<file path="src/rtl/adder_seq_chunked.sv">
// Multi-cycle adder/subtractor: adds a WIDTH-bit operand pair CHUNK bits per clock, carry held in a flop.
// Latency NCH cycles from accept to out_valid; result held while out_ready=0, no new operands until drained.
module adder_seq_chunked #(
    parameter int WIDTH = 32,
    parameter int CHUNK = 8
) (
    input  logic             clk,
    input  logic             rst_n,
    input  logic             in_valid,
    output logic             in_ready,
    input  logic [WIDTH-1:0] A,
    input  logic [WIDTH-1:0] B,
    input  logic             cin,
    input  logic             sub,
    output logic             out_valid,
    input  logic             out_ready,
    output logic [WIDTH-1:0] sum,
    output logic             cout,
    output logic             ovf
);
    localparam int NCH = WIDTH / CHUNK;
    localparam int CW  = (NCH > 1) ? $clog2(NCH) : 1;

    if (WIDTH % CHUNK != 0) begin : g_bad_chunk
        $error("adder_seq_chunked: WIDTH must be a multiple of CHUNK");
    end

    typedef enum logic [1:0] {IDLE, CALC, DONE} state_t;

    state_t           state_q, state_d;
    logic [CW-1:0]    cnt_q, cnt_d;
    logic [WIDTH-1:0] a_q, a_d, b_q, b_d, sum_q, sum_d;
    logic             carry_q, carry_d;
    logic             cout_q, cout_d;
    logic             ovf_q, ovf_d;
    logic             out_valid_q, out_valid_d;

    logic             accept;
    logic             last_sl;
    logic [31:0]      off;
    logic [CHUNK-1:0] a_sl, b_sl;
    logic [CHUNK:0]   sl_res;
    logic [WIDTH-1:0] sl_mask;

    assign accept  = in_valid && (state_q == IDLE);
    assign last_sl = (cnt_q == CW'(NCH - 1));
    assign off     = 32'(cnt_q) * CHUNK;
    assign a_sl    = CHUNK'(a_q >> off);
    assign b_sl    = CHUNK'(b_q >> off);
    assign sl_res  = {1'b0, a_sl} + {1'b0, b_sl} + {{CHUNK{1'b0}}, carry_q};
    assign sl_mask = WIDTH'({CHUNK{1'b1}}) << off;

    always_ff @(posedge clk or negedge rst_n) begin
        if (!rst_n) begin
            state_q <= IDLE;
        end else begin
            state_q <= state_d;
        end
    end

    always_comb begin
        state_d = state_q;
        case (state_q)
            IDLE:    if (in_valid)  state_d = CALC;
            CALC:    if (last_sl)   state_d = DONE;
            DONE:    if (out_ready) state_d = IDLE;
            default: state_d = IDLE;
        endcase
    end

    // Subtract is A + ~B + 1: invert B on capture and seed the carry with 1.
    always_comb begin
        cnt_d       = cnt_q;
        a_d         = a_q;
        b_d         = b_q;
        carry_d     = carry_q;
        sum_d       = sum_q;
        cout_d      = cout_q;
        ovf_d       = ovf_q;
        out_valid_d = (state_d == DONE);
        if (accept) begin
            a_d     = A;
            b_d     = sub ? ~B : B;
            carry_d = sub | cin;
            cnt_d   = '0;
        end else if (state_q == CALC) begin
            sum_d   = (sum_q & ~sl_mask) | (WIDTH'(sl_res[CHUNK-1:0]) << off);
            carry_d = sl_res[CHUNK];
            cnt_d   = cnt_q + CW'(1);
            if (last_sl) begin
                cout_d = sl_res[CHUNK];
                ovf_d  = (a_q[WIDTH-1] == b_q[WIDTH-1]) && (sl_res[CHUNK-1] != a_q[WIDTH-1]);
            end
        end
    end

    always_ff @(posedge clk or negedge rst_n) begin
        if (!rst_n) begin
            cnt_q       <= '0;
            a_q         <= '0;
            b_q         <= '0;
            carry_q     <= 1'b0;
            sum_q       <= '0;
            cout_q      <= 1'b0;
            ovf_q       <= 1'b0;
            out_valid_q <= 1'b0;
        end else begin
            cnt_q       <= cnt_d;
            a_q         <= a_d;
            b_q         <= b_d;
            carry_q     <= carry_d;
            sum_q       <= sum_d;
            cout_q      <= cout_d;
            ovf_q       <= ovf_d;
            out_valid_q <= out_valid_d;
        end
    end

    assign in_ready  = (state_q == IDLE);
    assign out_valid = out_valid_q;
    assign sum       = sum_q;
    assign cout      = cout_q;
    assign ovf       = ovf_q;

endmodule
</file>
<file path="config.mk">
export PLATFORM = sky130hd
export DESIGN_NAME = adder_seq_chunked
export DESIGN_NICKNAME = d
export VERILOG_FILES = /design/src/rtl/adder_seq_chunked.sv
export SDC_FILE = /design/constraint.sdc
export NUM_CORES = 1
export LEC_CHECK = 0
export ABC_AREA = 1
export CAP_MARGIN = 20
export CORE_MARGIN = 2
export CORE_UTILIZATION = 40
export DETAILED_ROUTE_END_ITERATION = 8
export MAX_ROUTING_LAYER = met4
export PLACE_DENSITY_LB_ADDON = 0.2
export SYNTH_ARGS = -nofsm -noshare
export SYNTH_HDL_FRONTEND = slang
export SYNTH_SLANG_ARGS = --single-unit
</file>
<file path="constraint.sdc">
create_clock -name clk -period 2.72 [get_ports clk]
set_input_delay 0.544 -clock clk [delete_from_list [all_inputs] [get_ports clk]]
set_output_delay 0.544 -clock clk [all_outputs]
set_load 0.1 [all_outputs]
</file>
# Word level (Yosys, flattened, before mapping)
# Index checks and enable logic that the tools add are counted.
# totals
mem_count,0
reg_bits,104
mem_bits_ro,0
wordCells,43
in_bits,70
latch_bits,0
ramBits,0
output_inout_bits,36
# op_classes
multipliers,0
addsub,3
n_reduce_logical,6
eq_ne,6
magnitude_cmp,0
n_div,0
n_shift,4
n_mux,9
bitwise_logic,6
# op_table
operator,n
$not 32->32,2
$shr 32x5->8,2
$and 32x32->32,1
$mux 32,1
$or 32x32->32,1
$shl 8x5->32,1
$shl 8x5->32 const A,1
$mux 2,5
$add 8x8->9,1
$add 9x1->9,1
$eq 2x2->1 const B,3
$pmux 2 s3,1
$reduce_and 3->1,1
$add 2x1->2 const B,1
$eq 2x1->1 const B,1
$logic_and 1x1->1,2
$logic_not 2->1,1
$mux 1,2
$reduce_and 2->1,1
$reduce_bool 2->1,1
$eq 1x1->1,1
$ne 1x1->1,1
$not 1->1,1
$or 1x1->1,1

# Logic depth before layout (Yosys ltp)
# logic_depth
depth_word,5
mapped_depth,15
depth_no_buf,13

# Least setup slack after synthesis
# OpenSTA, ideal clock, no wires.
# synth_timing
path_kind,register -> register
start,reg cnt_q[0]
end,reg sum_q[22] (netlist: sum[22])
setup_ns,0.120
path_buffers,2
period_less_slack_ns,2.420
stages_incl_launch_ff,15
path_slack_ns,0.300
arrival_time_ns,2.300
required_time_ns,2.600
path_cell_list,dfrtp_1 buf_4 inv_2 clkbuf_1 o21ai_0 o22ai_1 fa_1 inv_1 fa_1 o21ai_2 nand2_1 nand2_1 nand2_1 nand4_1 nand2_1
# synth_via
elab_chain_len,5
word_cells_on_any_way,9
classes_between,add/sub (2); shift (4); bitwise (3)
# synth_lines
element,line,rtl
"start, declared",31,"logic [CW-1:0] cnt_q, cnt_d;"
"start signal, assigned",108,cnt_q <= cnt_d;
$shr 32x5->8 (on tied branches),"48, 49",
$add 8x8->9,50,"assign sl_res = {1'b0, a_sl} + {1'b0, b_sl} + {{CHUNK{1'b0}}, carry_q};"
$add 9x1->9,50,
$shl 8x5->32,87,sum_d = (sum_q & ~sl_mask) | (WIDTH'(sl_res[CHUNK-1:0]) << off);
$or 32x32->32 *,87,
"end signal, assigned",112,sum_q <= sum_d;
"end, declared",32,"logic [WIDTH-1:0] a_q, a_d, b_q, b_d, sum_q, sum_d;"
# Mark *: on every way between the ends. The rest lies on a longest branch, timed or not.
# A chain may end at the register's enable or synchronous reset.

# Worst setup path in the final report
# layout_timing
start,reg cnt_q[0]
end,reg sum_q[4] (netlist: sum[4])
# The elaborated chain is that of the path after synthesis.

==> results.cfg <==
[route]
drt_iter0_drc = 277
firstDrtPassIters = 4
wl_um = 12400
antenna_left = 0
vias_per_cell = 4.88
drc_errors = 0
via_count = 4258
wire_per_inst_um = 14.2

[synthesis]
synth_edf_count = 0
syn-cell-area_um2 = 5050
synth_fa_ha_area_frac = 0.0352
ys.flop_type = dfrtp_1
synthCells = 601
synth_top_cell_by_area = dfrtp_1
yosysUniqueCellTypes = 27
synthSimpleGateAreaFrac = 0.232
synth_top_family_by_area = simple AND/OR/NAND/NOR gates
synth_most_common_cell = nand2_1
synth_nets = 684
synthTopCellsByArea = dfrtp_1 52%, nand2_1 17%, o21ai_0 8.3%
yosys.area_share.xor_xnor = 0.0589
post_synth.cell_area_avg_um2 = 8.41
synth-seq-cells = 104
synth-compound-area-share = 0.113
synth_common_cells = 226 x nand2_1, 104 x dfrtp_1, 84 x o21ai_0
synth_top_area_frac = 0.515
muxShareOfSynthArea = 0
synthArstFlopShare = 1.00
synth-warning-count = 0
synth-seq-area-share = 0.515

[place]
port-buffer-count = 105
place.detailed.hpwl_um = 9140
post_dp_cell_area_um2 = 6190
gp_congestion = 0.898

[clock_network]
clk_latency_ps = 340
clkTransAtPathRegs_ps = 70
root_buffer = clkbuf_16
cts_buffer_depth = 2
cts_sinks = 104
h-tree-depth = 3
postCtsSetupBuffers = 0
cts_buffers = 9
cts_tree = done
hold_buffers = 0

[sta]
setup_viol = 0
worst_pin_slew_ps = 549
fmax_mhz = 400
hold_viol_final = 0
slew_violations = 0
final.setup.tns_ps = 0
period_minus_slack_ps = 2500
relSlewSlack = 0.634
period_share = 0.920
fin_skew_ps = 6.89
rsz0062_at_grt = false

[setup_path]
endpoint = sum[4]
r2r_setup_slack_ps = 220
end_kind = flop
cp.required_ps = 2960
worst-path-max-fanout = 48
cp-startpoint = cnt_q[0]
r2r_start = cnt_q[0]
reg2reg_to = sum[4]
start_kind = flop
path_class = flop to flop
r2r_cells = 10
critPathArrivalTime_ps = 2740

[grt]
grt_overflow = 0
grt_first_pass_wirelength_um = 19900
gr-usage-all-layers = 0.195
antenna_found_initial = 0
grt_pass1_vias = 4105
grt_max_degree = 98

[job]
max_cap_violations = 0

[floorplanning]
die_w_um = 116
initial_core_util = 0.405
rows = 41
pin_count = 106
core_um2 = 12500
die-area_um2 = 13500
die_h_um = 116

[layout]
drive_gt1_frac = 0.110
area_delta_synth_final_pct = 28.2
finalNetCount = 781
n_antenna_cell = 0
final_design_area_no_fill_um2 = 6480

[status]
outcome = complete, no violations

[hold_path]
holdCritPathClass = input port to async pin
-- cell families (layout without fill, tap and decap cells) --
kind of cell,Yosys count,after routing
AOI/OAI and AO/OA,108,108
xor gates and xnor gates,34,34
adders and majority gates,13,13
buffers and inverters,52,152
DFF,104,104
and+or+nand+nor,290,290
-- registers in the layout, indices dropped and copies added, names as in the netlist --
| name | cells |
|---|---|
| a_q | 32 |
| b_q | 32 |
| cout | 1 |
| ovf | 1 |
| state_q | 2 |
| cnt_q | 2 |
| sum | 32 |
| out_valid | 1 |
| carry_q | 1 |
-- worst min path at each step --
stage / start / to / slack (ps)
final: rst_n / state_q[1] / 170
after global routing: rst_n / out_valid / 200
after CTS: rst_n / state_q[1] / 180
after detailed placement: a_q[18] / a_q[18] / 460
after global placement: a_q[18] / a_q[18] / 470
after floorplan: rst_n / a_q[0] / 250
-- worst max-delay path: stages (launching register included) --
cell,delay [ps]
dfrtp_2,410
buf_12,220
o21ai_0,120
o22ai_1,220
fa_1,230
inv_1,60
fa_1,420
o21ai_2,190
xor2_1,220
nand2_1,100
o21ai_0,200
-- per-layer routing --
layer  global-route usage  vias to the layer above  share of wire
met2                0.306                      132           0.47
met3               0.0285                       21          0.056
met5                    -                        -              0
li1                     -                     2137              -
met1                0.257                     1968           0.45
met4               0.0746                        0          0.024
-- cell type report --
cell class / count / area [µm²]
fill: 1190 / 5990
inverter: 22 / 85.1
multi-input combinational: 445 / 2210
sequential: 104 / 2600
tap: 172 / 215
clock inverter: 4 / 55.1
clock buffer: 10 / 229
timing repair buffer: 116 / 1070
-- timing repair --
| action | in CTS | in global routing |
|---|---|---|
| endpoints found under the hold margin | 0 | 0 |
| setup endpoints to repair | 0 | 4 |
| gates resized for setup | 0 | 3 |
-- cell usage in the layout, fill, tap and decap left out, drive strengths merged --
cell           synthesis  final
clkdlybuf4s50          0     67
o21ai                 86     86
o22ai                 14     14
nand2                227    227
fa                     2      2
a21oi                  6      6
clkinvlp               0      1
nand3                 13     13
a32oi                  2      2
nand4                  9      9
inv                   22     24
xnor2                 33     33
dfrtp                104    104
buf                   20     49
or2                    3      3
nand3b                 2      2
bufinv                 0      1
nor2                  36     36
clkbuf                10     10
ha                    11     11
xor2                   1      1
-- metrics by stage --
stage | std cells | utilization | hold slack, ps | worst slack (ps)
6_report | 873 | 0.520 | 165 | 219
5_1_grt | 873 | 0.520 | 195 | 41.1
4_1_cts | 873 | 0.519 | 177 | 177
3_5_place_dp | 859 | 0.496 | 462 | 279
3_3_place_gp | 859 | 0.496 | 467 | 349
2_1_floorplan | 601 | - | 248 | 300
Power is not shown: default switching activity piles up to over one toggle a cycle in this logic, so the estimate is an artifact.
